<file path="src/rtl/acc_sched_pkg.sv">
// Shared types and default dimensions for the round-robin accumulator scheduler.
package acc_sched_pkg;

    localparam int unsigned DEF_NREQ    = 4;
    localparam int unsigned DEF_DW      = 8;
    localparam int unsigned DEF_SW      = 16;
    localparam int unsigned DEF_LENW    = 8;
    localparam int unsigned DEF_ACC_LAT = 1;
    localparam int unsigned IDW         = $clog2(DEF_NREQ);

    typedef enum logic [2:0] {
        IDLE,
        CLEAR,
        STREAM,
        DRAIN,
        RESULT
    } state_e;

endpackage

</file>
<file path="src/rtl/acc_sched_rr_arbiter.sv">
// Combinational round-robin arbiter: first requester at or after ptr, wrapping.
module rr_arbiter
    import acc_sched_pkg::*;
#(
    parameter int unsigned NREQ = DEF_NREQ,
    parameter int unsigned IW   = $clog2(NREQ)
) (
    input  logic [NREQ-1:0] req,
    input  logic [IW-1:0]   ptr,
    output logic [NREQ-1:0] grant_c,
    output logic [IW-1:0]   idx_c,
    output logic            any_c
);

    logic [IW-1:0] cand;

    always_comb begin
        grant_c = '0;
        idx_c   = '0;
        any_c   = 1'b0;
        cand    = '0;
        for (int unsigned k = 0; k < NREQ; k++) begin
            cand = IW'((32'(ptr) + k) % NREQ);
            if (!any_c && req[cand]) begin
                any_c         = 1'b1;
                grant_c[cand] = 1'b1;
                idx_c         = cand;
            end
        end
    end

endmodule

</file>
<file path="src/rtl/acc_sched.sv">
// Round-robin scheduler sharing one external accumulator between NREQ sample streams.
module acc_sched
    import acc_sched_pkg::*;
#(
    parameter int unsigned NREQ    = DEF_NREQ,
    parameter int unsigned DW      = DEF_DW,
    parameter int unsigned SW      = DEF_SW,
    parameter int unsigned LENW    = DEF_LENW,
    parameter int unsigned ACC_LAT = DEF_ACC_LAT
) (
    input  logic                     clk,
    input  logic                     rst,
    input  logic [NREQ-1:0]          req,
    input  logic [NREQ*LENW-1:0]     req_len,
    input  logic [NREQ*DW-1:0]       smp_data,
    input  logic [NREQ-1:0]          smp_valid,
    output logic [NREQ-1:0]          smp_ready,
    output logic                     acc_rst,
    output logic [DW-1:0]            acc_in,
    input  logic [SW-1:0]            acc_sum,
    output logic                     res_valid,
    output logic [$clog2(NREQ)-1:0]  res_id,
    output logic [SW-1:0]            res_sum,
    input  logic                     res_ready,
    output logic                     busy
);

    localparam int unsigned IW  = $clog2(NREQ);
    localparam int unsigned DCW = $clog2(ACC_LAT + 1) + 1;

    state_e          state, state_nxt;
    logic [IW-1:0]   ptr, ptr_nxt;
    logic [IW-1:0]   g, g_nxt;
    logic [IW-1:0]   arb_idx;
    logic [NREQ-1:0] arb_grant;
    logic            arb_any;
    logic [LENW-1:0] len, len_nxt;
    logic [LENW-1:0] cnt, cnt_nxt;
    logic [LENW-1:0] sel_len;
    logic [DW-1:0]   sel_data;
    logic [DCW-1:0]  dcnt, dcnt_nxt;
    logic            acc_rst_nxt;
    logic [DW-1:0]   acc_in_nxt;
    logic            res_valid_nxt;
    logic [IW-1:0]   res_id_nxt;
    logic [SW-1:0]   res_sum_nxt;
    logic            hs;
    logic            last_smp;
    logic            drain_last;

    rr_arbiter #(
        .NREQ (NREQ),
        .IW   (IW)
    ) u_arb (
        .req     (req),
        .ptr     (ptr),
        .grant_c (arb_grant),
        .idx_c   (arb_idx),
        .any_c   (arb_any)
    );

    // Length of the candidate winner and sample of the current owner.
    always_comb begin
        sel_len  = '0;
        sel_data = '0;
        for (int unsigned i = 0; i < NREQ; i++) begin
            if (arb_grant[i]) sel_len = req_len[i*LENW +: LENW];
            if (g == IW'(i))  sel_data = smp_data[i*DW +: DW];
        end
    end

    assign smp_ready  = (state == STREAM) ? (NREQ'(1) << g) : '0;
    assign hs         = smp_valid[g] && smp_ready[g];
    assign last_smp   = (cnt == len - LENW'(1));
    assign drain_last = (dcnt == DCW'(ACC_LAT));

    always_ff @(posedge clk) begin
        if (!rst) state <= IDLE;
        else      state <= state_nxt;
    end

    always_comb begin
        state_nxt = state;
        case (state)
            IDLE:    if (arb_any) state_nxt = CLEAR;
            CLEAR:   state_nxt = (len == '0) ? DRAIN : STREAM;
            STREAM:  if (hs && last_smp) state_nxt = DRAIN;
            DRAIN:   if (drain_last) state_nxt = RESULT;
            RESULT:  if (res_ready) state_nxt = IDLE;
            default: state_nxt = IDLE;
        endcase
    end

    // Next values for the datapath and registered outputs.
    always_comb begin
        ptr_nxt       = ptr;
        g_nxt         = g;
        len_nxt       = len;
        cnt_nxt       = cnt;
        dcnt_nxt      = dcnt;
        acc_rst_nxt   = 1'b0;
        acc_in_nxt    = '0;
        res_valid_nxt = res_valid;
        res_id_nxt    = res_id;
        res_sum_nxt   = res_sum;
        case (state)
            IDLE: begin
                if (arb_any) begin
                    g_nxt    = arb_idx;
                    len_nxt  = sel_len;
                    ptr_nxt  = (arb_idx == IW'(NREQ - 1)) ? '0 : arb_idx + IW'(1);
                    cnt_nxt  = '0;
                    dcnt_nxt = '0;
                end
            end
            CLEAR: acc_rst_nxt = 1'b1;
            STREAM: begin
                if (hs) begin
                    acc_in_nxt = sel_data;
                    cnt_nxt    = cnt + LENW'(1);
                end
            end
            DRAIN: begin
                dcnt_nxt = dcnt + DCW'(1);
                if (drain_last) begin
                    res_sum_nxt   = acc_sum;
                    res_id_nxt    = g;
                    res_valid_nxt = 1'b1;
                end
            end
            RESULT: if (res_ready) res_valid_nxt = 1'b0;
            default: ;
        endcase
    end

    always_ff @(posedge clk) begin
        if (!rst) begin
            ptr       <= '0;
            g         <= '0;
            len       <= '0;
            cnt       <= '0;
            dcnt      <= '0;
            acc_rst   <= 1'b1;
            acc_in    <= '0;
            res_valid <= 1'b0;
            res_id    <= '0;
            res_sum   <= '0;
            busy      <= 1'b0;
        end else begin
            ptr       <= ptr_nxt;
            g         <= g_nxt;
            len       <= len_nxt;
            cnt       <= cnt_nxt;
            dcnt      <= dcnt_nxt;
            acc_rst   <= acc_rst_nxt;
            acc_in    <= acc_in_nxt;
            res_valid <= res_valid_nxt;
            res_id    <= res_id_nxt;
            res_sum   <= res_sum_nxt;
            busy      <= (state_nxt != IDLE);
        end
    end

endmodule

</file>
<file path="config.mk">
export PLATFORM = sky130hd
export DESIGN_NAME = acc_sched
export DESIGN_NICKNAME = d
export VERILOG_FILES = /design/src/rtl/acc_sched_pkg.sv /design/src/rtl/acc_sched_rr_arbiter.sv /design/src/rtl/acc_sched.sv
export SDC_FILE = /design/constraint.sdc
export NUM_CORES = 1
export LEC_CHECK = 0
export ABC_AREA = 1
export BUFFER_PORTS_ARGS = -buffer_cell sky130_fd_sc_hd__buf_2
export CORE_AREA = 3 3 83 85
export CTS_BUF_LIST = sky130_fd_sc_hd__clkbuf_8 sky130_fd_sc_hd__clkbuf_16
export DETAILED_ROUTE_END_ITERATION = 6
export DIE_AREA = 0 0 86 88
export GPL_TIMING_DRIVEN = 0
export HOLD_SLACK_MARGIN = 0.05
export PLACE_DENSITY = 0.88
export SKIP_CTS_REPAIR_TIMING = 1
export SYNTH_ARGS = -nofsm -noshare
export SYNTH_HDL_FRONTEND = slang
export SYNTH_HIERARCHICAL = 1
export SYNTH_SLANG_ARGS = --single-unit
export TNS_END_PERCENT = 100
</file>
<file path="constraint.sdc">
create_clock -name clk -period 3.9 [get_ports clk]
set_clock_uncertainty 0.15 [all_clocks]
set_input_delay 0.585 -clock clk [delete_from_list [all_inputs] [get_ports clk]]
set_output_delay 0.585 -clock clk [all_outputs]
set_load 0.05 [all_outputs]
</file>
==> impl_metrics.tcl <==
set metrics [dict create \
    status "finished, final reports clean" \
    cap_viol_max_count 0 \
    clockPowerShare 0.152 \
    drt_wl_total_mm 8.72 \
    grt_max_degree 19 \
    cp-start-kind "flop" \
    synth_edf_count 0 \
    drc_errors 0 \
    cp_slowest_cell "dfxtp_1" \
    die_h_microns 88 \
    place_area_sq_um 3940 \
    slew_violations 0 \
    synthArstFlopShare 0 \
    via_per_inst 5.36 \
    grt-busiest-layer "met2" \
    p_leak_nw 1.95 \
    slew-limit-headroom 0.647 \
    utilization 0.647 \
    synth_seq_area_share 0.334 \
    first_pass_iters 4 \
    switching_power_mw 1.25 \
    cp.arrival_ns 3.21 \
    numCtsBuffers 5 \
    path_max_fanout 10 \
    place.gp.congestion 0.914 \
    max_freq_mhz 316 \
    pwr-share-seq 0.271 \
    hold_depth 2 \
    dieArea_sq_um 7570 \
    fp.coreArea_sq_um 6280 \
    synth_seq_cells 54 \
    post-route-min-period_ns 3.16 \
    syn-num-nets 578 \
    clk_pin_slew_worst_paths_ns 0.10 \
    synth_area_sq_um 3240 \
    ys_top_cells_by_count "nand2_1 (119), nand3_1 (59), dfxtp_1 (54)" \
    area_delta_synth_final_pct 25.5 \
    ant_nets 0 \
    met3_usage 0.0414 \
    path_buf_inv 4 \
    yosysTopAreaCellShare 0.334 \
    intPower_mw 1.32 \
    grt_pass1_wl_mm 14.3 \
    nFillCells 581 \
    ys_warn_count 6 \
    grt_pass1_vias 3320 \
    ios 124 \
    crit_type "reg2reg" \
    grtUsageTotal 0.227 \
    netSwitchingFraction 0.486 \
    seqCellArea_sq_um 1080 \
    rows 29 \
    cts_tree "yes" \
    holdWs_ns 0.317 \
    path_delay_family "buffers and inverters" \
    min_path_type "reg2reg" \
    multi_input_area_sq_um 1890 \
    r2r.worst_path.cells 14 \
    first_iter_violations 213 \
    final_cells 685 \
    wl_per_cell_microns 12.7 \
    grt_use_met1 0.270 \
    post-place-ws_ns 0.782 \
    htreeDepth 2 \
    drive_gt1_frac 0.276 \
    post-route-cell-area_sq_um 4060 \
    clock_latency_ns 0.32 \
    hold_viol 0 \
    nets 707 \
    peakVddDrop_mv 0.435 \
    die_w_microns 86 \
    syn-instance-count 478 \
    setup-tns-final_ns 0 \
    finalPower_mw 2.56 \
    start_util 0.516 \
    place_inst 677 \
    cp.depth 14 \
    grtUsageMet2 0.422 \
    critical-path-max-stage-delay_ns 0.56 \
    rsz0062_at_grt "no" \
    synthTopCellsByArea "dfxtp_1 (33%), nand2_1 (14%), nand3_1 (9.1%)" \
    clockRootBuffer "clkbuf_8" \
    fin_crit_sh 0.811 \
    synth_flop_cell "dfxtp_1" \
    ys_types 39 \
    worst-slew-pin-transition_ns 0.527 \
    dp_hpwl_mm 6.99 \
    worstPathRequired_ns 3.95 \
    portBuffers 122 \
    fin_ws_ns 0.738 \
    grt_antenna_before_repair 0 \
    crit_path_end_kind "flop" \
    p_per_area_nw_per_um2 631 \
    synth.avg_cell_area_sq_um 6.77 \
    diodes 0 \
    num_vias 3671 \
    power_frac_comb 0.577 \
    cts.sinks 54 \
    synth.most_common_cell "nand2_1" \
    clockBufferDepth 2 \
    globalRouteOverflowTotal 0 \
    path_cells "inv_2, ha_1, inv_1, nand3_1, nand2_1, nor2_1, a21oi_1, nand3_1, clkbuf_1, inv_1, o21ai_0, nand2_1, o211ai_1, o21ai_0" \
    synth_top_cell_by_area "dfxtp_1" \
    setup_viol 0 \
]
-- worst paths after layout --
path,start,endpoint,slack [ns]
setup / recovery,ptr[0],len[0],0.74
hold reg to reg,res_sum[11],res_sum[11],0.32
setup reg to reg,ptr[0],len[0],0.74
hold / removal,res_sum[11],res_sum[11],0.32
-- flip-flops by register name (all words and copies together), names as in the netlist --
signal,flops
res_sum,16
res_valid,1
state,3
dcnt,2
cnt,8
res_id,2
acc_rst,1
ptr,2
busy,1
acc_in,8
g,2
len,8
-- worst reg2reg max path, stage by stage (launching register included) --
cell      delay, ns
dfxtp_1        0.56
inv_2          0.18
ha_1           0.41
inv_1          0.11
nand3_1        0.09
nand2_1        0.05
nor2_1         0.31
a21oi_1        0.14
nand3_1        0.11
clkbuf_1       0.29
inv_1          0.19
o21ai_0        0.19
nand2_1        0.07
o211ai_1       0.08
o21ai_0        0.11
-- layout make-up --
type	count	area share
tap	77	0.0237
timing repair buffer	122	0.150
clock buffer	5	0.0169
buffer	18	0.0231
multi-input combinational	361	0.465
inverter	45	0.0428
clock inverter	3	0.0120
sequential	54	0.266
-- placed cells by master, fill, tap and decap left out, types with 3 or more instances in the layout --
master | synthesis | final
a211oi_1 | 3 | 3
a21boi_0 | 4 | 4
a21oi_1 | 46 | 46
a221oi_1 | 7 | 7
buf_2 | 6 | 128
clkbuf_1 | 7 | 7
clkbuf_8 | 0 | 5
dfxtp_1 | 54 | 54
ha_1 | 9 | 9
inv_1 | 40 | 40
inv_2 | 4 | 4
nand2_1 | 119 | 119
nand2_2 | 11 | 11
nand3_1 | 59 | 59
nand4_1 | 9 | 9
nor2_1 | 33 | 33
nor2_4 | 4 | 4
nor3_1 | 5 | 5
o211ai_1 | 8 | 8
o21ai_0 | 19 | 19
xnor2_1 | 3 | 3
xor2_1 | 5 | 5
-- logic make-up after synthesis --
family	after synthesis	share of synthesized area
AO/OA/AOI/OAI	95	0.174
adder cells (fa/ha/maj)	9	0.0348
XOR/XNOR	8	0.0216
buffers and inverters	63	0.0827
flip-flops	54	0.334
AND/OR/NAND/NOR	249	0.353
-- layer usage --
layer | up-vias | routed length, microns
li1 | 1866 | -
met1 | 1667 | 3530
met2 | 128 | 4430
met3 | 10 | 675
met4 | 0 | 86
met5 | - | 0
-- power groups by stage --
stage               Combinational [mW]  Clock [mW]  Sequential, mW
finish                            1.48       0.388           0.696
global route                      1.67       0.422           0.708
floorplan                         1.09           0           0.755
CTS                               1.48       0.394           0.695
global placement                  1.41           0           0.706
detailed placement                1.47           0           0.708
No activity file was read; power rests on OpenSTA's default activity.
